<file path="config.mk">
export PLATFORM = sky130hd
export DESIGN_NAME = ex_flag_branch_unit
export DESIGN_NICKNAME = d
export VERILOG_FILES = /design/src/rtl/wisc_pkg.sv /design/src/rtl/cond_eval.sv /design/src/rtl/ex_flag_branch_unit.sv
export SDC_FILE = /design/constraint.sdc
export NUM_CORES = 1
export LEC_CHECK = 0
export ABC_AREA = 0
export BUFFER_PORTS_ARGS = -buffer_cell sky130_fd_sc_hd__buf_2
export CAP_MARGIN = 20
export CORE_MARGIN = 2
export CORE_UTILIZATION = 45
export CTS_CLUSTER_DIAMETER = 60
export DETAILED_ROUTE_END_ITERATION = 6
export PLACE_DENSITY = 0.81
export SYNTH_ARGS = -nofsm -noshare
export SYNTH_HDL_FRONTEND = slang
export SYNTH_SLANG_ARGS = --single-unit
</file>
<file path="constraint.sdc">
create_clock -name clk -period 2.6 [get_ports clk]
set_input_delay 0.13 -clock clk [delete_from_list [all_inputs] [get_ports clk]]
set_output_delay 0.13 -clock clk [all_outputs]
set_load 0.02 [all_outputs]
</file>
<file path="src/rtl/wisc_pkg.sv">
// rtl/wisc_pkg.sv - shared ALU opcodes, branch condition codes and flag types
package wisc_pkg;

   localparam logic [3:0] ALU_ADD  = 4'b0000;
   localparam logic [3:0] ALU_SUB  = 4'b0001;
   localparam logic [3:0] ALU_NAND = 4'b0100;
   localparam logic [3:0] ALU_XOR  = 4'b1000;
   localparam logic [3:0] ALU_SLL  = 4'b1100;
   localparam logic [3:0] ALU_SRL  = 4'b1110;
   localparam logic [3:0] ALU_SRA  = 4'b1111;

   localparam logic [2:0] COND_NE     = 3'b000;
   localparam logic [2:0] COND_EQ     = 3'b001;
   localparam logic [2:0] COND_GT     = 3'b010;
   localparam logic [2:0] COND_LT     = 3'b011;
   localparam logic [2:0] COND_GTE    = 3'b100;
   localparam logic [2:0] COND_LTE    = 3'b101;
   localparam logic [2:0] COND_OVFL   = 3'b110;
   localparam logic [2:0] COND_ALWAYS = 3'b111;

   typedef struct packed {
      logic z;
      logic n;
      logic v;
   } flags_t;

   typedef enum logic {
      ST_RUN,
      ST_SHADOW
   } fsm_t;

   typedef enum logic [1:0] {
      FUPD_NONE,
      FUPD_Z,
      FUPD_ZNV
   } fupd_t;

   // Which flags an opcode is allowed to write; everything else leaves them alone.
   function automatic fupd_t flag_update_kind(input logic [3:0] op);
      case (op)
         ALU_ADD, ALU_SUB:                             return FUPD_ZNV;
         ALU_NAND, ALU_XOR, ALU_SLL, ALU_SRL, ALU_SRA: return FUPD_Z;
         default:                                      return FUPD_NONE;
      endcase
   endfunction

endpackage

</file>
<file path="src/rtl/cond_eval.sv">
// rtl/cond_eval.sv - combinational branch condition evaluation against a flag set
module cond_eval
   import wisc_pkg::*;
(
   input  flags_t     i_flags,
   input  logic [2:0] i_cond,
   output logic       o_take
);

   always_comb begin
      o_take = 1'b0;
      case (i_cond)
         COND_NE:     o_take = ~i_flags.z;
         COND_EQ:     o_take = i_flags.z;
         COND_GT:     o_take = ~i_flags.z & ~i_flags.n;
         COND_LT:     o_take = i_flags.n;
         COND_GTE:    o_take = i_flags.z | ~i_flags.n;
         COND_LTE:    o_take = i_flags.n | i_flags.z;
         COND_OVFL:   o_take = i_flags.v;
         COND_ALWAYS: o_take = 1'b1;
      endcase
   end

endmodule

</file>
<file path="src/rtl/ex_flag_branch_unit.sv">
// rtl/ex_flag_branch_unit.sv - EX-stage flag register, branch resolution and shadow squash
module ex_flag_branch_unit
   import wisc_pkg::*;
#(
   parameter int DATA_W = 16,
   parameter int SHADOW = 2
)
(
   input  logic              clk,
   input  logic              rst_n,
   input  logic              ex_valid,
   input  logic [3:0]        ex_alu_ctrl,
   input  logic [DATA_W-1:0] ex_result,
   input  logic              alu_z,
   input  logic              alu_n,
   input  logic              alu_v,
   input  logic              ex_is_branch,
   input  logic [2:0]        ex_cond,
   input  logic [DATA_W-1:0] ex_br_target,
   input  logic              stall,
   input  logic              flush,
   output logic              flag_z,
   output logic              flag_n,
   output logic              flag_v,
   output logic              br_taken,
   output logic [DATA_W-1:0] br_target,
   output logic              mem_valid,
   output logic [DATA_W-1:0] mem_result
);

   localparam logic [2:0] SHADOW_LD = 3'(SHADOW);

   fsm_t              r_state;
   fsm_t              w_state_nxt;
   logic [2:0]        r_shadow_cnt;
   logic [2:0]        w_shadow_cnt_nxt;
   flags_t            r_flags;
   flags_t            w_flags_nxt;
   logic              r_br_taken;
   logic [DATA_W-1:0] r_br_target;
   logic              r_mem_valid;
   logic [DATA_W-1:0] r_mem_result;

   logic              w_squash;
   logic              w_live;
   logic              w_cond_true;
   logic              w_taken;
   fupd_t             w_fupd;

   assign w_squash = (r_state == ST_SHADOW) | flush;
   assign w_live   = ex_valid & ~w_squash;
   assign w_fupd   = flag_update_kind(ex_alu_ctrl);

   // Conditions look at the registered flags only, never the same-cycle ALU outputs.
   cond_eval u_cond_eval (
      .i_flags (r_flags),
      .i_cond  (ex_cond),
      .o_take  (w_cond_true)
   );

   assign w_taken = w_live & ex_is_branch & w_cond_true & ~stall;

   always_comb begin
      w_flags_nxt = r_flags;
      if (w_live & ~stall & ~ex_is_branch) begin
         case (w_fupd)
            FUPD_ZNV: w_flags_nxt = '{z: alu_z, n: alu_n, v: alu_v};
            FUPD_Z:   w_flags_nxt.z = alu_z;
            default:  w_flags_nxt = r_flags;
         endcase
      end
   end

   always_comb begin
      w_state_nxt      = r_state;
      w_shadow_cnt_nxt = r_shadow_cnt;
      if (flush) begin
         w_state_nxt      = ST_RUN;
         w_shadow_cnt_nxt = 3'd0;
      end else if (!stall) begin
         case (r_state)
            ST_RUN: begin
               if (w_taken) begin
                  w_state_nxt      = ST_SHADOW;
                  w_shadow_cnt_nxt = SHADOW_LD;
               end
            end
            ST_SHADOW: begin
               if (r_shadow_cnt <= 3'd1) begin
                  w_state_nxt      = ST_RUN;
                  w_shadow_cnt_nxt = 3'd0;
               end else begin
                  w_shadow_cnt_nxt = r_shadow_cnt - 3'd1;
               end
            end
            default: begin
               w_state_nxt      = ST_RUN;
               w_shadow_cnt_nxt = 3'd0;
            end
         endcase
      end
   end

   always_ff @(posedge clk or negedge rst_n) begin
      if (!rst_n) begin
         r_state      <= ST_RUN;
         r_shadow_cnt <= 3'd0;
         r_flags      <= '0;
      end else begin
         r_state      <= w_state_nxt;
         r_shadow_cnt <= w_shadow_cnt_nxt;
         r_flags      <= w_flags_nxt;
      end
   end

   // w_taken already excludes stalls, so the redirect pulse can never stretch.
   always_ff @(posedge clk or negedge rst_n) begin
      if (!rst_n) begin
         r_br_taken   <= 1'b0;
         r_br_target  <= '0;
         r_mem_valid  <= 1'b0;
         r_mem_result <= '0;
      end else begin
         r_br_taken <= w_taken;
         if (w_taken) begin
            r_br_target <= ex_br_target;
         end
         if (flush) begin
            r_mem_valid <= 1'b0;
         end else if (!stall) begin
            r_mem_valid <= w_live & ~ex_is_branch;
         end
         if (!stall) begin
            r_mem_result <= ex_result;
         end
      end
   end

   assign flag_z     = r_flags.z;
   assign flag_n     = r_flags.n;
   assign flag_v     = r_flags.v;
   assign br_taken   = r_br_taken;
   assign br_target  = r_br_target;
   assign mem_valid  = r_mem_valid;
   assign mem_result = r_mem_result;

endmodule

</file>
==> flow_summary.yaml, run 1 <==
status:
  outcome: "finished clean"
placed_design:
  hpwl_um: 2590
  place_congestion: 0.694
  io_buffers: 84
  pre_cts_ws_ns: 0.561
synth:
  yosysTopAreaCell: "dfrtp_1"
  synth_compound_area_share_pct: 8.12
  synthAdderAreaFrac_pct: 2.05
  syn_avg_cell_area_um2: 14.9
  synth_top_family_by_area: "multiplexers"
  synth-edff-count: 0
  synth-xor-area-share_pct: 0
  yosysSeqAreaShare_pct: 56.0
  yosysWarnings: 0
  synth.most_common_cell: "dfrtp_1"
  synth_flop_cell: "dfrtp_1"
  syn_inst: 123
  synth_cell_types: 33
  synthTopCellsByCount: "dfrtp_1, mux2_2, mux2_4"
  synthMuxAreaShare_pct: 25.2
  async_reset_ff_share_pct: 100
  ys_ff_latch: 41
  syn-cell-area_um2: 1830
  synth-simple-area-share_pct: 6.35
  synth_top_cell_area_share_pct: 56.0
  synth_nets: 174
  netlist_top_cells_area: "dfrtp_1, mux2_2, mux2_4"
finish:
  fin_nets: 263
  antenna_cells: 0
  drive_above_1_share_pct: 63.8
  syn_to_final_growth_pct: 30.7
  utilization_pct: 60.3
  n_fill_cell: 328
worst_setup_path:
  crit_required_ns: 2.77
  path_max_fanout: 21
  end_kind: "flip-flop"
  cp.arrival_ns: 2.21
  crit_type: "reg2reg"
  start_kind: "flip-flop"
floorplan:
  initial_core_util_pct: 46.2
  core_area_um2: 3970
  ios: 85
  rows: 23
  dieArea_um2: 4600
  die_height_um: 67.8
  die_w_um: 67.8
route:
  drc: 0
  finalWirelength_um: 3480
  via_count: 1280
  wire_per_inst_um: 13.2
  via_per_inst: 4.87
  drt.antenna.violating_nets: 0
  drtIter0Drc: 36
  first_pass_iters: 4
sta:
  finalWorstSetupSlack_ns: 0.559
  setup_violations: 0
  rsz0062_at_grt: "no"
  setup-tns-final_ns: 0
  worst_hold_slack_ns: 0.0718
  hold_viol: 0
  worst_pin_slew_ns: 0.861
  fin_crit_sh_pct: 78.5
  min_period_ns: 2.04
  drv_slew: 0
  skew_ns: 0.00862
  max_freq_mhz: 490
  relSlewSlack_pct: 42.6
grt:
  grt_pass1_wl_um: 5420
  gr-total-overflow: 0
  antenna_found_initial: 0
  grtUsageTotal_pct: 16.2
  grt_max_degree: 42
  grt_pass1_vias: 1241
clock_tree:
  clk_path_buf_depth: 2
  cts.sinks: 41
  post_cts.repair.setup_buffers: 0
  h-tree-depth: 2
  numCtsBuffers: 5
  clock_latency_ns: 0.29
  path_clk_slew_ns: 0.08
  cts_tree: "built"
  cts_root_buffer: "clkbuf_8"
pwr:
  power_mw: 1.67
  p_leak_nw: 1.18
  ir_worst_vdd_uv: 479
  p_per_area_nw_per_um2: 696
worst_hold_path:
  hp-class: "in2reg"
run:
  drv_cap: 0
## per-layer routing
| metal | GRT usage, % | up-vias | wire (um) |
|---|---|---|---|
| li1 | - | 628 | - |
| met1 | 21.8 | 602 | 1510 |
| met2 | 23.9 | 46 | 1660 |
| met3 | 4.44 | 4 | 253 |
| met4 | 9.00 | 0 | 53 |
| met5 | 0 | - | 0 |
## path summary, 6_finish.rpt
kind                               start         endpoint  slack, ns  cells after the start
min                         ex_result[5]    mem_result[5]       0.07                      2
min in group asynchronous          rst_n    br_target[11]       0.49                      2
max in group asynchronous          rst_n  r_shadow_cnt[1]       1.56                      2
max reg2reg                      r_state    br_target[15]       0.56                      5
max                              r_state    br_target[15]       0.56                      5
min reg2reg                mem_result[7]    mem_result[7]       0.51                      1
## per-stage QoR
step / area [um2] / cells
2_1_floorplan: 1830 / 123
3_3_place_gp: 2300 / 254
3_5_place_dp: 2300 / 254
4_1_cts: 2400 / 263
5_1_grt: 2400 / 263
6_report: 2400 / 263
## cells in the final DEF (no fill, tap or decap), types with 2 or more instances in the layout
master    synthesis  routed
o21ai_0           3       3
nor3_1            3       3
clkbuf_8          0       5
inv_1             3       3
ha_1              3       3
clkinv_2          0       2
mux2_2           21      21
nand2_1           3       3
or2b_1            2       2
nand3b_1          2       2
nor2_1            3       3
buf_2             1      84
a211oi_1          2       2
mux2_4           15      15
dfrtp_1          41      41
## flip-flops by register name, summed over array words and instances, names as in the netlist
register,count
flag_v,1
mem_result,16
flag_n,1
br_target,16
r_state,1
flag_z,1
mem_valid,1
r_shadow_cnt,3
br_taken,1
## where the power goes
group | switching, mW | leakage [nW] | internal (mW) | total [mW]
clock | 0.204 | 0.0439 | 0.185 | 0.389
combinational | 0.247 | 0.635 | 0.228 | 0.475
sequential | 0.0620 | 0.506 | 0.741 | 0.803
## final cells by class
cell class	instances	area, um2	share of cell area [%]
clock buffer	5	68.8	2.87
clock inverter	3	17.5	0.731
inverter	3	11.3	0.470
multi-input combinational	75	772	32.2
sequential	41	1030	42.8
tap	50	62.6	2.61
timing repair buffer	86	438	18.3
## worst max-delay path: stages (launching register included)
cell and delay (ns):
dfrtp_1 0.47, nor4b_2 0.37, nand2_1 0.15, a211oi_4 0.21
buf_4 0.35, mux2_2 0.38
## kinds of logic after synthesis
logic type / after synthesis
fa+ha+maj: 3
flops: 41
compound gates: 17
mux: 36
buf+inv: 7
simple gates: 19
## timing repair
action	CTS	global route
gates resized for setup	0	0
hold endpoints to repair	33	0
hold buffers	1	0
Power figures use the tool's default switching activity.
==> inputs of run 2 (changes only) <==
==> constraint.sdc (replaced) <==
create_clock -name clk -period 1.9 [get_ports clk]
set_input_delay 0.095 -clock clk [delete_from_list [all_inputs] [get_ports clk]]
set_output_delay 0.095 -clock clk [all_outputs]
set_load 0.02 [all_outputs]
==> run 2 against run 1 <==
  * Cell count grew 1.5%
  * Clock power rose by 36%
  * Setup slack got worse by 0.50 ns
  * Critical endpoint is now br_target[8]
  * Sequential cell count unchanged
  * Combinational power is 42% higher
  * First-iteration DRC count shrank 17%
  * Hold slack got worse by 0.035 ns
  * Fmax is 11% higher
==> flow_summary.yaml, run 2 (same netlist as run 1, synthesis figures left out) <==
route:
  wire_per_inst_um: 14.2
  first_pass_iters: 4
  finalWirelength_um: 3800
  via_count: 1348
  drtIter0Drc: 30
  drt.antenna.violating_nets: 0
  via_per_inst: 5.05
  drc: 0
finish:
  final_cell_mix: "buf_2, dfrtp_1, mux2_2"
  drive_above_1_share_pct: 64.1
  seqCellArea_um2: 1030
  syn_to_final_growth_pct: 33.9
  n_fill_cell: 321
  fin_nets: 267
  antenna_cells: 0
  layout_commonest_cell: "buf_2"
  multi_input_area_um2: 792
  finalNonFillerCells: 267
grt:
  grt_pass1_wl_um: 5740
  grtUsageTotal_pct: 16.8
  gr-total-overflow: 0
  antenna_found_initial: 0
  grt_max_degree: 42
  grt_pass1_vias: 1304
pwr:
  clockPowerShare_pct: 23.0
  ir_worst_vdd_uv: 650
  p_comb_share_pct: 29.3
  p_sw_share_pct: 30.7
  p_per_area_nw_per_um2: 937
  switchingPower_uw: 706
  p_leak_nw: 1.22
  sequentialPowerShare_pct: 47.6
  p_int_mw: 1.59
worst_setup_path:
  slowest_delay_ns: 0.42
  path_max_fanout: 21
  slowest_stage: "dfrtp_1"
  crit_required_ns: 2.06
  cp.arrival_ns: 2.00
  path_buf_inv: 1
  start_kind: "flip-flop"
  critPathTopFamily: "flip-flops"
  cp_cell_sequence: "or3b_1 > a311oi_4 > a211oi_4 > buf_12 > mux2_4"
  end_kind: "flip-flop"
  crit_type: "reg2reg"
placed_design:
  io_buffers: 84
  hpwl_um: 2800
  place_congestion: 0.699
  dp.cells: 258
clock_tree:
  clk_path_buf_depth: 2
  cts_tree: "built"
  clock_latency_ns: 0.28
  cts.sinks: 41
  path_clk_slew_ns: 0.08
  numCtsBuffers: 5
  cts_root_buffer: "clkbuf_8"
  h-tree-depth: 2
  post_cts.repair.setup_buffers: 0
sta:
  worst_pin_slew_ns: 0.922
  hold_viol: 0
  skew_ns: 0.00865
  relSlewSlack_pct: 38.6
  worst_hold_slack_ns: 0.0371
  drv_slew: 0
  min_period_ns: 1.84
  setup_violations: 0
  fin_crit_sh_pct: 96.9
  max_freq_mhz: 543
floorplan:
  ios: 85
  rows: 23
  initial_core_util_pct: 46.2
  core_area_um2: 3970
  dieArea_um2: 4600
  die_height_um: 67.8
  die_w_um: 67.8
run:
  drv_cap: 0
worst_hold_path:
  hp-class: "in2reg"
status:
  outcome: "finished clean"
## run 2: repair_timing
item | in CTS | in global routing
endpoints found under the setup margin | 0 | 16
resized for setup | 0 | 2
hold endpoints to repair | 41 | 0
hold buffers | 1 | 0
## run 2: final timing paths
check	startpoint	cells after the start	slack (ns)	endpoint
min	ex_br_target[13]	2	0.04	br_target[13]
min in group asynchronous	rst_n	2	0.50	mem_result[14]
max in group asynchronous	rst_n	2	0.82	br_target[6]
min reg2reg	mem_result[5]	1	0.50	mem_result[5]
max	flag_z	5	0.06	br_target[8]
max reg2reg	flag_z	5	0.06	br_target[8]
## run 2: cell type report
class | instances | share of cell area [%]
Clock buffer | 6 | 2.96
Clock inverter | 2 | 0.408
Inverter | 3 | 0.459
Multi-Input combinational cell | 75 | 32.3
Sequential cell | 41 | 41.8
Tap cell | 50 | 2.55
Timing Repair Buffer | 90 | 19.6
## run 2: worst register-to-register path: cells and delay by family (launching register included)
kind,cells,cell delay (ns)
compound gates,2,0.41
buf+inv,1,0.18
flops,1,0.42
mux,1,0.31
simple gates,1,0.41
## run 2: through the flow
stage	setup TNS [ns]	power [mW]	worst slack [ns]	utilization (%)	cell area, um2
after floorplan	0	1.51	0.0854	-	1830
after global placement	0	1.77	0.101	59.0	2340
after detailed placement	0	1.78	0.0713	59.0	2340
after CTS	0	2.33	0.0439	61.3	2430
after global routing	-0.0127	2.42	-0.00486	61.8	2450
final	0	2.30	0.0584	61.8	2450
## run 2: power by group through the flow
| stage | logic (mW) | registers (mW) | clock network, mW |
|---|---|---|---|
| 2_1_floorplan | 0.232 | 1.28 | 0 |
| 3_3_place_gp | 0.658 | 1.11 | 0 |
| 3_5_place_dp | 0.674 | 1.11 | 0 |
| 4_1_cts | 0.677 | 1.10 | 0.553 |
| 5_1_grt | 0.720 | 1.11 | 0.590 |
| 6_report | 0.674 | 1.10 | 0.530 |
## run 2: layer usage
metal	vias up	GRT usage [%]	share of wire (%)
met4	0	6.75	0.84
met3	2	3.78	6.8
li1	633	-	-
met2	60	27.5	51
met5	-	0	0
met1	653	21.8	42
